--- config.mk ---
export PLATFORM = sky130hd
export DESIGN_NAME = time_set_ctrl
export DESIGN_NICKNAME = d
export VERILOG_FILES = /design/src/rtl/time_set_ctrl.sv
export SDC_FILE = /design/constraint.sdc
export NUM_CORES = 1
export LEC_CHECK = 0
export BUFFER_PORTS_ARGS = -buffer_cell sky130_fd_sc_hd__buf_2
export CORE_AREA = 4 4 98 100
export CTS_CLUSTER_DIAMETER = 100
export DETAILED_ROUTE_END_ITERATION = 16
export DIE_AREA = 0 0 102 104
export GPL_ROUTABILITY_DRIVEN = 0
export HOLD_SLACK_MARGIN = 0.08
export PLACE_DENSITY = 0.73
export SETUP_SLACK_MARGIN = 0.3
export SLEW_MARGIN = 10
export SYNTH_ARGS = -nofsm -noshare
export SYNTH_HDL_FRONTEND = slang
export SYNTH_SLANG_ARGS = --single-unit
--- constraint.sdc ---
create_clock -name clk_50MHz -period 2.2 [get_ports clk_50MHz]
set_clock_uncertainty 0.1 [all_clocks]
set_input_delay 0.33 -clock clk_50MHz [delete_from_list [all_inputs] [get_ports clk_50MHz]]
set_output_delay 0.33 -clock clk_50MHz [all_outputs]
set_load 0.01 [all_outputs]
--- src/rtl/time_set_ctrl.sv ---
// time_set_ctrl: run/set-mode controller for the century clock.
// Makes the 1 Hz tick in RUN. In the SET states it stops the tick and steers
// increment presses, with auto-repeat, to the selected field counter. It also
// drives the blink phase for the selected field.
// Ports:
//   clk_50MHz, rst_n         board clock, async active-low reset
//   key_mode_n, key_inc_n    raw active-low keys (already debounced, asynchronous)
//   tick_1Hz                 one-cycle seconds increment pulse (RUN only)
//   clr_sec                  one-cycle seconds clear on RUN -> SET_MIN
//   inc_*_o                  one-cycle manual increment pulses, one per field
//   set_field                0=RUN 1=MIN 2=HOUR 3=DAY 4=MON 5=YEAR
//   blink                    blanking phase for the selected field
module time_set_ctrl #(
  parameter int unsigned DIV_1HZ    = 50_000_000,
  parameter int unsigned REPEAT_DLY = 25_000_000,
  parameter int unsigned REPEAT_PER = 5_000_000,
  parameter int unsigned BLINK_HALF = 12_500_000
) (
  input  logic       clk_50MHz,
  input  logic       rst_n,
  input  logic       key_mode_n,
  input  logic       key_inc_n,
  output logic       tick_1Hz,
  output logic       clr_sec,
  output logic       inc_min_o,
  output logic       inc_hour_o,
  output logic       inc_day_o,
  output logic       inc_mon_o,
  output logic       inc_year_o,
  output logic [2:0] set_field,
  output logic       blink
);

  localparam int unsigned DIV_W   = (DIV_1HZ > 1)    ? $clog2(DIV_1HZ)    : 1;
  localparam int unsigned DLY_W   = (REPEAT_DLY > 1) ? $clog2(REPEAT_DLY) : 1;
  localparam int unsigned PER_W   = (REPEAT_PER > 1) ? $clog2(REPEAT_PER) : 1;
  localparam int unsigned HOLD_W  = (DLY_W > PER_W) ? DLY_W : PER_W;
  localparam int unsigned BLINK_W = (BLINK_HALF > 1) ? $clog2(BLINK_HALF) : 1;

  typedef enum logic [2:0] {
    S_RUN  = 3'd0,
    S_MIN  = 3'd1,
    S_HOUR = 3'd2,
    S_DAY  = 3'd3,
    S_MON  = 3'd4,
    S_YEAR = 3'd5
  } state_t;

  state_t              state;
  state_t              state_nxt;
  logic                mode_s1, mode_s2, mode_d;
  logic                inc_s1, inc_s2, inc_d;
  logic [DIV_W-1:0]    div_cnt;
  logic [DIV_W-1:0]    div_nxt;
  logic [HOLD_W-1:0]   hold_cnt;
  logic                hold_act;
  logic                rep_phase;
  logic [BLINK_W-1:0]  blink_cnt;
  logic                mode_press_c;
  logic                inc_press_c;
  logic                in_set_c;
  logic                rep_fire_c;
  logic                inc_fire_c;

  assign set_field = state;

  // Two-flop synchronizers plus a delay flop for falling-edge detection.
  always_ff @(posedge clk_50MHz or negedge rst_n) begin
    if (!rst_n) begin
      mode_s1 <= 1'b1;
      mode_s2 <= 1'b1;
      mode_d  <= 1'b1;
      inc_s1  <= 1'b1;
      inc_s2  <= 1'b1;
      inc_d   <= 1'b1;
    end else begin
      mode_s1 <= key_mode_n;
      mode_s2 <= mode_s1;
      mode_d  <= mode_s2;
      inc_s1  <= key_inc_n;
      inc_s2  <= inc_s1;
      inc_d   <= inc_s2;
    end
  end

  assign mode_press_c = mode_d & ~mode_s2;
  assign inc_press_c  = inc_d & ~inc_s2;
  assign in_set_c     = (state != S_RUN);

  // Repeat fires only while the key is still down; release cancels a pending pulse.
  assign rep_fire_c = hold_act && !inc_s2 &&
                      (rep_phase ? (hold_cnt == HOLD_W'(REPEAT_PER - 1))
                                 : (hold_cnt == HOLD_W'(REPEAT_DLY - 1)));

  // A mode press in the same cycle swallows any inc activity.
  assign inc_fire_c = in_set_c && !mode_press_c && (inc_press_c || rep_fire_c);

  // Mode-key sequencing of the field being set.
  always_comb begin
    state_nxt = state;
    if (mode_press_c) begin
      case (state)
        S_RUN:   state_nxt = S_MIN;
        S_MIN:   state_nxt = S_HOUR;
        S_HOUR:  state_nxt = S_DAY;
        S_DAY:   state_nxt = S_MON;
        S_MON:   state_nxt = S_YEAR;
        default: state_nxt = S_RUN;
      endcase
    end
  end

  // Divider runs only while staying in RUN, so re-entering RUN restarts it at 0.
  always_comb begin
    div_nxt = '0;
    if ((state == S_RUN) && (state_nxt == S_RUN) &&
        (div_cnt != DIV_W'(DIV_1HZ - 1))) begin
      div_nxt = div_cnt + DIV_W'(1);
    end
  end

  // State, counters and registered outputs.
  always_ff @(posedge clk_50MHz or negedge rst_n) begin
    if (!rst_n) begin
      state      <= S_RUN;
      div_cnt    <= '0;
      hold_cnt   <= '0;
      hold_act   <= 1'b0;
      rep_phase  <= 1'b0;
      blink_cnt  <= '0;
      blink      <= 1'b0;
      tick_1Hz   <= 1'b0;
      clr_sec    <= 1'b0;
      inc_min_o  <= 1'b0;
      inc_hour_o <= 1'b0;
      inc_day_o  <= 1'b0;
      inc_mon_o  <= 1'b0;
      inc_year_o <= 1'b0;
    end else begin
      state    <= state_nxt;
      div_cnt  <= div_nxt;
      tick_1Hz <= (state_nxt == S_RUN) && (div_nxt == DIV_W'(DIV_1HZ - 1));
      clr_sec  <= (state == S_RUN) && (state_nxt == S_MIN);

      inc_min_o  <= inc_fire_c && (state == S_MIN);
      inc_hour_o <= inc_fire_c && (state == S_HOUR);
      inc_day_o  <= inc_fire_c && (state == S_DAY);
      inc_mon_o  <= inc_fire_c && (state == S_MON);
      inc_year_o <= inc_fire_c && (state == S_YEAR);

      // Hold tracking: armed only by an accepted press, dropped on release or mode.
      if (!in_set_c || mode_press_c || inc_s2) begin
        hold_act  <= 1'b0;
        hold_cnt  <= '0;
        rep_phase <= 1'b0;
      end else if (inc_press_c) begin
        hold_act  <= 1'b1;
        hold_cnt  <= '0;
        rep_phase <= 1'b0;
      end else if (hold_act) begin
        if (rep_fire_c) begin
          hold_cnt  <= '0;
          rep_phase <= 1'b1;
        end else begin
          hold_cnt <= hold_cnt + HOLD_W'(1);
        end
      end

      // Blink restarts low on every state change and stays low in RUN.
      if (!in_set_c || (state_nxt != state)) begin
        blink_cnt <= '0;
        blink     <= 1'b0;
      end else if (blink_cnt == BLINK_W'(BLINK_HALF - 1)) begin
        blink_cnt <= '0;
        blink     <= ~blink;
      end else begin
        blink_cnt <= blink_cnt + BLINK_W'(1);
      end
    end
  end

endmodule
# Yosys cells after proc, flatten, opt, wreduce, memory -nomap -nowiden
# Cells that the tools add are included.
op_classes:
  addsub: 3
  bitwise_logic: 5
  eq_ne: 12
  n_mux: 18
  reduce_logical: 28
op_table:
  columns: ["operator", "count"]
  rows:
  - ["$mux W25", 4]
  - ["$mux W24", 2]
  - ["$add A26 B1 Y26 const B", 1]
  - ["$eq A26 B26 Y1 const B", 1]
  - ["$mux W26", 1]
  - ["$ne A26 B26 Y1 const B", 1]
  - ["$add A25 B1 Y25 const B", 1]
  - ["$eq A25 B23 Y1 const B", 1]
  - ["$eq A25 B25 Y1 const B", 1]
  - ["$add A24 B1 Y24 const B", 1]
  - ["$eq A24 B24 Y1 const B", 1]
  - ["$pmux W3 S5", 1]
  - ["$logic_and A1 B1 Y1", 13]
  - ["$mux W1", 9]
  - ["$reduce_bool A3 Y1", 3]
  - ["$eq A3 B1 Y1 const B", 2]
  - ["$eq A3 B2 Y1 const B", 2]
  - ["$eq A3 B3 Y1 const B", 2]
  - ["$logic_not A3 Y1", 2]
  - ["$logic_or A1 B1 Y1", 4]
  - ["$reduce_bool A2 Y1", 2]
  - ["$logic_not A1 Y1", 3]
  - ["$mux W3", 1]
  - ["$ne A3 B3 Y1", 1]
  - ["3 further kinds", 6]
totals:
  output_inout_bits: 11
  ff_bits: 94
  inputBits: 4

# Longest topological paths before layout
depth:
  word_depth: 9
  depth_mapped: 8
  depth_no_buf: 7

# Worst setup path after synthesis
# OpenSTA, ideal clock, no wires.
synth_timing:
  path_type: "register to register"
  start: "reg div_cnt[0]"
  end: "reg tick_1Hz"
  path_stages_with_launch: 8
  period_less_slack_ns: 2.295
  path_slack_ns: -0.095
  required_time_ns: 2.004
  t_arrival_ns: 2.100
  cell_sequence: "dfrtp_1 > ha_1 > nand4_4 > nor3_2 > nand3_1 > xor2_1 > or4b_1 > nor4_2"
synth_via:
  elab_chain_cells: 5
  word_cells_on_any_way: 6
  classes_between: "1 x add/sub; 2 x eq/ne; 1 x mux; 2 x reduce/logical"
synth_rtl:
  columns: ["item", "line_no", "text"]
  rows:
  - ["start: declaration", "53", "logic [DIV_W-1:0] div_cnt;"]
  - ["start signal: assignment", "141", "div_cnt <= div_nxt;"]
  - ["branches (longest 2 deep; another with $add A26 B1 Y26)", null, null]
  - ["$mux W26 *", "116", "if ((state == S_RUN) && (state_nxt == S_RUN) &&"]
  - ["$eq A26 B26 Y1 *", "142", "tick_1Hz <= (state_nxt == S_RUN) && (div_nxt == DIV_W'(DIV_1HZ - 1));"]
  - ["$logic_and A1 B1 Y1 *", "142", null]
  - ["end signal: assignment", "142", null]
  - ["end: declaration", "23", "output logic tick_1Hz,"]
# Mark *: on every way between the ends.
# A chain may end at the register's enable or synchronous reset.

# Worst setup path after layout
layout_timing:
  start: "reg div_cnt[14]"
  end: "reg tick_1Hz"
# The elaborated chain is that of the path after synthesis.

==> metrics.yaml <==
critical-path-top-delay-family: "simple AND/OR/NAND/NOR gates"
clkSlewWorstSetupHoldPaths_ns: 0.09
gr-usage-all-layers_pct: 20.55
path_cells: "nand3_4, nor4_4, nand2_1, xor2_1, or4b_1, nor4_2"
finalSetupViolations: 0
r2r_end: "tick_1Hz$_DFF_PN0_"
fin_util_pct: 68.30
finalHoldViolCount: 0
crit_fanout: 4
hold_slack_ns: 0.2626
h-tree-depth: 3
maxSlewViolCount: 0
p_per_area_nw_per_um2: 651.9
grt-ovfl-total: 0
cp.required_ns: 2.36
grt_pass1_vias: 3736
grt_pass1_wl_mm: 17.75
synth_area_sq_um: 4662
tightest_slew_ns: 0.4071
dpl.hpwl_mm: 6.832
p_leak_nw: 2.509
cts.path.max_buffers: 2
ant_nets: 0
rr_startpoint: "div_cnt[14]$_DFF_PN0_"
holdPathEnd: "inc_s2$_DFF_PN1_"
start_util_pct: 53.72
crit_path_start_kind: "flop"
r2r_slack_ns: 0.10
seq_area_frac_synth_pct: 50.62
cts-root-buf: "clkbuf_8"
async_reset_ff_share_pct: 100.0
finalSetupTns_ns: 0
drtIter0Drc: 129
drc_errors: 0
grt_use_met2_pct: 32.64
synth_top_cells_by_area: "dfrtp_1, xor2_1, nor2_1"
busiest_layer: "met2"
synth.distinct_cells: 48
synth_nets: 484
syn_avg_cell_area_sq_um: 9.774
cts_sinks: 94
synth_seq_cells: 94
end_kind: "flop"
ir_drop_mv: 0.4346
period_share_pct: 95.44
post-place-cells: 614
met3_usage_pct: 5.164
synth_warnings: 0
path_class: "flop to flop"
hold_start: "inc_s1$_DFF_PN1_"
die_h_um: 104
coreArea_sq_um: 8678
worstHoldPathType: "flop to flop"
rows: 34
final_cells: 662
wl_mm: 10.96
whs_path_depth: 0
antenna_found_initial: 0
dieWidth_um: 102
drt_pass1_iterations: 4
critPathArrivalTime_ns: 2.26
drive_above_1_share_pct: 29.78
status: "finished clean"
mostFrequentLayoutCells: "nor2_1, dfrtp_1, buf_4, xor2_1, nand2_1"
path_buf_inv: 0
syn2layout_area_growth_pct: 27.13
critPathMaxStageDelay_ns: 0.52
synth_edf_count: 0
vias: 3763
netlist_instances: 477
clock_latency_ns: 0.36
maxSlewHeadroom_pct: 72.65
fmax_mhz: 476.3
cap_viol_max_count: 0
pin_count: 15
viasPerCell: 5.684
numCtsBuffers: 9
reg2reg_depth: 6
fin_crit_ns: 2.100
rsz0062_at_grt: "yes"
synth_top_area_share_pct: 47.24
globalRouteMet1Util_pct: 27.70
grt_max_degree: 46
final_common_cell: "nor2_1"
io_buffers: 14
synth_ff_type: "dfrtp_1"
cts_tree: "done"
crit_path_top_delay_cell: "or4b_1"
post-synth-top-area-cell: "dfrtp_1"
n_antenna_cell: 0
die_area_sq_um: 10610
final_nets: 556
wire_per_inst_um: 16.55
## cell usage after synthesis (2+ instances only)
master	count
nor4b_1	9
and4b_1	2
o21ai_0	6
and3_1	8
nor3_1	10
nand3b_1	3
nand2_1	37
or4_1	2
nand2b_1	5
or2_2	2
a32oi_1	2
nor4_2	2
and4_1	8
or3_1	5
nand3_1	28
nand4_1	19
inv_1	7
nor3_2	2
dfrtp_1	88
buf_2	3
nand4b_1	4
and2_1	4
clkbuf_1	13
nor3b_1	2
xor2_1	45
a21oi_1	5
nor4_1	3
nand4_4	2
nor2_1	101
a21o_1	2
dfstp_2	6
a211oi_1	2
xnor2_1	23
ha_1	3
## what timing repair did
item                                    CTS  global route
endpoints found under the hold margin    25             0
hold buffers                              3             0
cloned                                    1             2
pin swaps                                 8            26
endpoints found under the setup margin   74            76
gates resized for setup                  24            55
setup buffers                             8            18
## power by group
part           total [W]  switching [W]  internal, W
combinational   0.000704       0.000402     0.000302
clock            0.00127       0.000613     0.000653
sequential       0.00189      0.0000845      0.00181
## metal layers
layer / part of all wire, % / up-vias
met5: 0 / -
met4: 1.8 / 0
met3: 4.2 / 20
met2: 49 / 87
met1: 45 / 1868
li1: - / 1788
## cells by family after synthesis
family,count (synthesis),share of synthesized area (%)
compound gates,23,3.274
xor+xnor,68,12.78
fa+ha+maj,3,0.8052
buf+inv,24,2.040
flops,94,50.62
mux,1,0.2147
simple gates,264,30.27
## worst max-delay path by stage
stage | startpoint | endpoint | slack, ns | cells past startpoint
floorplan | div_cnt[0]$_DFF_PN0_ | tick_1Hz$_DFF_PN0_ | 0.19 | 7
global placement | div_cnt[0]$_DFF_PN0_ | tick_1Hz$_DFF_PN0_ | 0.09 | 7
detailed placement | div_cnt[0]$_DFF_PN0_ | tick_1Hz$_DFF_PN0_ | -0.02 | 7
CTS | div_cnt[0]$_DFF_PN0_ | tick_1Hz$_DFF_PN0_ | 0.1 | 7
global route | div_cnt[14]$_DFF_PN0_ | tick_1Hz$_DFF_PN0_ | -0.05 | 6
finish | div_cnt[14]$_DFF_PN0_ | tick_1Hz$_DFF_PN0_ | 0.10 | 6
## stage by stage
| step | setup slack [ns] | power (W) | instance area, sq um |
|---|---|---|---|
| finish | 0.1004 | 0.003863 | 5927 |
| global placement | 0.09319 | 0.002426 | 5115 |
| CTS | 0.09741 | 0.003750 | 5527 |
| detailed placement | -0.01926 | 0.002445 | 5115 |
| global route | -0.05070 | 0.004057 | 5927 |
| floorplan | 0.1883 | 0.002249 | 4741 |
## area by class of cell
type | instances | area, sq um
Clock buffer | 10 | 127.6
Clock inverter | 6 | 93.84
Fill cell | 649 | 2751
Inverter | 7 | 26.28
Multi-Input combinational cell | 362 | 2594
Sequential cell | 94 | 2370
Tap cell | 108 | 135.1
Timing Repair Buffer | 75 | 580.6
## sequential cells by signal, indices dropped and copies added, names as in the netlist, 3 cells and up
register	flops
set_field	3
blink_cnt	24
hold_cnt	25
div_cnt	26
Power figures use the tool's default switching activity.
